--- src/rtl/ram_port_arbiter.sv ---
// Two-requester arbiter in front of a single-port RAM: registered issue, 3-cycle read return.
// Define RAM_ARB_FIXED_PRIO_EN for fixed priority (port 0 wins); default is round-robin.
module ram_port_arbiter #(
  parameter int unsigned DATA_W = 8,
  parameter int unsigned ADDR_W = 6
) (
  input  logic              clk,
  input  logic              rst_n,
  input  logic              req0,
  input  logic              we0,
  input  logic [ADDR_W-1:0] addr0,
  input  logic [DATA_W-1:0] wdata0,
  input  logic              req1,
  input  logic              we1,
  input  logic [ADDR_W-1:0] addr1,
  input  logic [DATA_W-1:0] wdata1,
  output logic              gnt0,
  output logic              gnt1,
  output logic              rvalid0,
  output logic              rvalid1,
  output logic [DATA_W-1:0] rdata0,
  output logic [DATA_W-1:0] rdata1,
  output logic [DATA_W-1:0] ram_data,
  output logic [ADDR_W-1:0] ram_addr,
  output logic              ram_we,
  input  logic [DATA_W-1:0] ram_q
);

  logic              pick1;
  logic              accept;
  logic              win;
  logic              sel_we;
  logic [ADDR_W-1:0] sel_addr;
  logic [DATA_W-1:0] sel_data;

  logic              ram_we_q;
  logic [ADDR_W-1:0] ram_addr_q;
  logic [DATA_W-1:0] ram_data_q;

  logic              st0_vld_q, st0_id_q;
  logic              st1_vld_q, st1_id_q;
  logic              rvalid0_q, rvalid1_q;
  logic [DATA_W-1:0] rdata0_q, rdata1_q;

`ifdef RAM_ARB_FIXED_PRIO_EN
  assign pick1 = req1 & ~req0;
`else
  // last_q = 1 means port 1 was served most recently, so port 0 wins the next contention.
  logic last_q;

  assign pick1 = req1 & (~req0 | ~last_q);

  always_ff @(posedge clk or negedge rst_n) begin
    if (!rst_n) begin
      last_q <= 1'b1;
    end else if (accept) begin
      last_q <= win;
    end
  end
`endif

  // Grants are forced low while reset is asserted, independent of the requests.
  assign gnt0   = rst_n & req0 & ~pick1;
  assign gnt1   = rst_n & pick1;
  assign accept = gnt0 | gnt1;
  assign win    = gnt1;

  always_comb begin
    sel_we   = we0;
    sel_addr = addr0;
    sel_data = wdata0;
    if (win) begin
      sel_we   = we1;
      sel_addr = addr1;
      sel_data = wdata1;
    end
  end

  // Issue stage: address and data hold when idle, only the write strobe drops.
  always_ff @(posedge clk or negedge rst_n) begin
    if (!rst_n) begin
      ram_we_q   <= 1'b0;
      ram_addr_q <= '0;
      ram_data_q <= '0;
    end else begin
      ram_we_q <= accept & sel_we;
      if (accept) begin
        ram_addr_q <= sel_addr;
        ram_data_q <= sel_data;
      end
    end
  end

  always_ff @(posedge clk or negedge rst_n) begin
    if (!rst_n) begin
      st0_vld_q <= 1'b0;
      st0_id_q  <= 1'b0;
      st1_vld_q <= 1'b0;
      st1_id_q  <= 1'b0;
    end else begin
      st0_vld_q <= accept & ~sel_we;
      st0_id_q  <= win;
      st1_vld_q <= st0_vld_q;
      st1_id_q  <= st0_id_q;
    end
  end

  // Stage 1 lines up with ram_q, so capture it for the owning port.
  always_ff @(posedge clk or negedge rst_n) begin
    if (!rst_n) begin
      rvalid0_q <= 1'b0;
      rvalid1_q <= 1'b0;
      rdata0_q  <= '0;
      rdata1_q  <= '0;
    end else begin
      rvalid0_q <= st1_vld_q & ~st1_id_q;
      rvalid1_q <= st1_vld_q & st1_id_q;
      if (st1_vld_q && !st1_id_q) begin
        rdata0_q <= ram_q;
      end
      if (st1_vld_q && st1_id_q) begin
        rdata1_q <= ram_q;
      end
    end
  end

  assign ram_we   = ram_we_q;
  assign ram_addr = ram_addr_q;
  assign ram_data = ram_data_q;
  assign rvalid0  = rvalid0_q;
  assign rvalid1  = rvalid1_q;
  assign rdata0   = rdata0_q;
  assign rdata1   = rdata1_q;

endmodule

--- config.mk ---
export PLATFORM = sky130hd
export DESIGN_NAME = ram_port_arbiter
export DESIGN_NICKNAME = d
export VERILOG_FILES = /design/src/rtl/ram_port_arbiter.sv
export SDC_FILE = /design/constraint.sdc
export NUM_CORES = 1
export LEC_CHECK = 0
export CORE_MARGIN = 10
export CORE_UTILIZATION = 43
export DETAILED_ROUTE_END_ITERATION = 8
export GPL_TIMING_DRIVEN = 0
export PLACE_DENSITY = 0.84
export SLEW_MARGIN = 20
export SYNTH_ARGS = -nofsm -noshare
export SYNTH_HDL_FRONTEND = slang
export SYNTH_SLANG_ARGS = --single-unit
--- constraint.sdc ---
create_clock -name clk -period 4.09 [get_ports clk]
set_input_delay 0.818 -clock clk [delete_from_list [all_inputs] [get_ports clk]]
set_output_delay 0.818 -clock clk [all_outputs]
set_load 0.02 [all_outputs]
==> flow_summary.json <==
{
  "antenna_cells_inserted": 0,
  "p_leak_nw": 1.15,
  "achievable-frequency_mhz": 293,
  "clock_insertion_delay_worst_skew_ps": 290,
  "critPathArrivalTime_ps": 2600,
  "crit_end": "gnt1",
  "grt_pass1_vias": 1302,
  "post_drt_wl_per_cell_microns": 17.2,
  "post-place-cells": 226,
  "drc": 0,
  "place.detailed.hpwl_microns": 3310,
  "final_layout_size_suffix_gt1_share_pct": 33.9,
  "num_rows": 22,
  "place_congestion": 0.733,
  "setup.reg_to_reg.worst_slack_ps": 2620,
  "dpl-instance-area_sq_um": 2470,
  "synth.net_count": 143,
  "ir_worst_vdd_mv": 0.277,
  "ys_ff_latch": 38,
  "netlist_area_sq_um": 1630,
  "die_area_sq_um": 6640,
  "timing.reg2reg.worst_path_depth": 4,
  "clock_sink_count": 38,
  "floorplan.die.width_microns": 81.5,
  "hold_slack_ps": 350,
  "cts.htree.levels": 2,
  "resized_gates_after_cts": 0,
  "timing.final.crit_share_pct": 83.5,
  "io_pins": 77,
  "finalInstanceArea_sq_um": 2560,
  "fin_worst_skew_ps": 5.33,
  "design.core.area_sq_um": 3660,
  "layoutNonFillerInstCount": 234,
  "area_overhead_vs_synth_pct": 57.7,
  "cp.required_ps": 3270,
  "cts_hold_buffers": 0,
  "crit_fanout": 24,
  "vias_per_cell": 4.84,
  "slew_viol_final": 0,
  "synthesis.yosys.warnings": 0,
  "cts_buffers": 5,
  "grt_setup_unrepaired": "false",
  "groute.usage.overall_pct": 12.8,
  "design_power_total_w": 0.00118,
  "class_of_the_tightest_hold_or_removal_check": "reg -> reg",
  "fp.dieH_microns": 81.5,
  "critical_path.startpoint": "rst_n",
  "drt-pass1-iter-count": 2,
  "power_per_cell_area_nw_per_um2": 460,
  "grt_max_degree": 25,
  "place.port_buffers": 76,
  "setup.worst_path.class": "in -> out",
  "clk_transition_reported_paths_ps": 70,
  "worst_slew_margin_rel_pct": 70.4,
  "timing.final.crit_period_ps": 3410,
  "dr.first_iter.drc_count": 4,
  "grt_antenna_before_repair": 0,
  "drt.antenna.violating_nets": 0,
  "fillerInstances": 267,
  "critPathCaptureType": "output pin",
  "final-setup-viol-count": 0,
  "tritoncts": "built",
  "fraction_of_the_yosys_area_taken_by_sequential_cells_pct": 58.6,
  "cts_setup_buffers": 0,
  "hold_viol": 0,
  "cell_chosen_for_the_clock_root": "sky130_fd_sc_hd__clkbuf_8",
  "synth.avg_cell_area_sq_um": 16.1,
  "cap_viol_max_count": 0,
  "synthCells": 101,
  "timing.rr.end": "ram_we",
  "start_util_pct": 44.4,
  "tightestPinTransition_ps": 444,
  "global_route_wire_length_before_repair_microns": 6430,
  "yosysUniqueCellTypes": 15,
  "grt.overflow.total": 0,
  "totalWireLength_microns": 4030,
  "setup.worst_path.start_class": "input port",
  "nNetsFinal": 227,
  "outcome": "finished clean",
  "routed-via-count": 1132,
  "cts.path.max_buffers": 2,
  "regToRegStartpoint": "last_q"
}
## state kept, by name, summed over array words and instances, names as in the netlist
| signal | flops |
|---|---|
| ram_addr | 6 |
| st0_vld_q | 1 |
| rdata1 | 8 |
| rdata0 | 8 |
| st1_id_q | 1 |
| last_q | 1 |
| ram_we | 1 |
| rvalid0 | 1 |
| st1_vld_q | 1 |
| rvalid1 | 1 |
| st0_id_q | 1 |
| ram_data | 8 |
## through the flow
step           utilization (%)  setup TNS [ps]  worst slack, ps
2_1_floorplan                -               0             1850
3_3_place_gp              66.8           -1410             -886
3_5_place_dp              67.4               0              608
4_1_cts                   70.0               0              611
5_1_grt                   70.0               0              500
6_report                  70.0               0              677
## cell usage after synthesis
| master | number | area [sq um] |
|---|---|---|
| sky130_fd_sc_hd__nand3_2 | 1 | 10.0 |
| sky130_fd_sc_hd__nand2b_1 | 1 | 6.26 |
| sky130_fd_sc_hd__mux2i_1 | 1 | 10.0 |
| sky130_fd_sc_hd__buf_2 | 1 | 5.00 |
| sky130_fd_sc_hd__or2_2 | 1 | 6.26 |
| sky130_fd_sc_hd__a21oi_1 | 1 | 5.00 |
| sky130_fd_sc_hd__and3_2 | 1 | 7.51 |
| sky130_fd_sc_hd__mux2_2 | 31 | 349 |
| sky130_fd_sc_hd__mux2_4 | 14 | 210 |
| sky130_fd_sc_hd__inv_1 | 4 | 15.0 |
| sky130_fd_sc_hd__nand2_4 | 1 | 11.3 |
| sky130_fd_sc_hd__nand2_1 | 4 | 15.0 |
| sky130_fd_sc_hd__dfstp_2 | 1 | 26.3 |
| sky130_fd_sc_hd__buf_6 | 2 | 22.5 |
| sky130_fd_sc_hd__dfrtp_1 | 37 | 926 |
## final cells by class
type,count,area (sq um),share of cell area [%]
Clock inverter,2,12.5,0.488
Clock buffer,6,82.6,3.22
Buffer,3,27.5,1.07
Sequential cell,38,952,37.1
Timing Repair Buffer,77,783,30.6
Tap cell,48,60.1,2.34
Inverter,4,15.0,0.586
Multi-Input combinational cell,56,631,24.6
## per-layer routing
layer,share of wire [%],vias up,GRT usage (%)
met1,34,544,11.7
met3,18,7,10.0
met5,0,-,0
met2,46,61,20.9
li1,-,520,-
met4,1.6,0,5.19
## report_power, final
part | internal (W) | switching [W]
sequential | 0.000451 | 0.0000378
clock | 0.000135 | 0.000131
combinational | 0.000246 | 0.000178
total | 0.000832 | 0.000346
## kinds of logic (layout without fill, tap and decap cells)
family          after synthesis  in the layout  share of synthesized area [%]
compound gates                1              1                          0.308
flops                        38             38                           58.6
buf+inv                       7             92                           2.62
simple gates                  9              9                           3.46
mux                          46             46                           35.0
## how the worst min path moves through the flow
| stage | start | endpoint | slack [ps] | cells past startpoint |
|---|---|---|---|---|
| 6_report | st0_id_q | st1_id_q | 350 | 0 |
| 5_1_grt | st0_vld_q | st1_vld_q | 360 | 0 |
| 4_1_cts | st0_id_q | st1_id_q | 350 | 0 |
| 3_5_place_dp | st0_id_q | st1_id_q | 340 | 0 |
| 3_3_place_gp | st0_vld_q | st1_vld_q | 330 | 0 |
| 2_1_floorplan | st0_id_q | st1_id_q | 330 | 0 |
## placed cells by master, fill, tap and decap left out
| cell | n |
|---|---|
| sky130_fd_sc_hd__nand2b_1 | 1 |
| sky130_fd_sc_hd__dfrtp_1 | 37 |
| sky130_fd_sc_hd__clkbuf_8 | 6 |
| sky130_fd_sc_hd__buf_6 | 2 |
| sky130_fd_sc_hd__clkinvlp_4 | 1 |
| sky130_fd_sc_hd__mux2_2 | 31 |
| sky130_fd_sc_hd__dfstp_2 | 1 |
| sky130_fd_sc_hd__nand2_1 | 4 |
| sky130_fd_sc_hd__or2_2 | 1 |
| sky130_fd_sc_hd__a21oi_1 | 1 |
| sky130_fd_sc_hd__clkdlybuf4s50_1 | 75 |
| sky130_fd_sc_hd__mux2i_1 | 1 |
| sky130_fd_sc_hd__mux2_4 | 14 |
| sky130_fd_sc_hd__buf_2 | 2 |
| sky130_fd_sc_hd__and3_2 | 1 |
| sky130_fd_sc_hd__clkinv_2 | 1 |
| sky130_fd_sc_hd__inv_1 | 4 |
| sky130_fd_sc_hd__nand3_2 | 1 |
| sky130_fd_sc_hd__nand2_4 | 1 |
| sky130_fd_sc_hd__buf_16 | 1 |
## critical path, stage by stage
cell                              delay, ps
sky130_fd_sc_hd__buf_2                  370
sky130_fd_sc_hd__buf_16                 230
sky130_fd_sc_hd__nand3_2                240
sky130_fd_sc_hd__buf_6                  240
sky130_fd_sc_hd__inv_1                   70
sky130_fd_sc_hd__clkdlybuf4s50_1        610
Power figures use the tool's default switching activity.
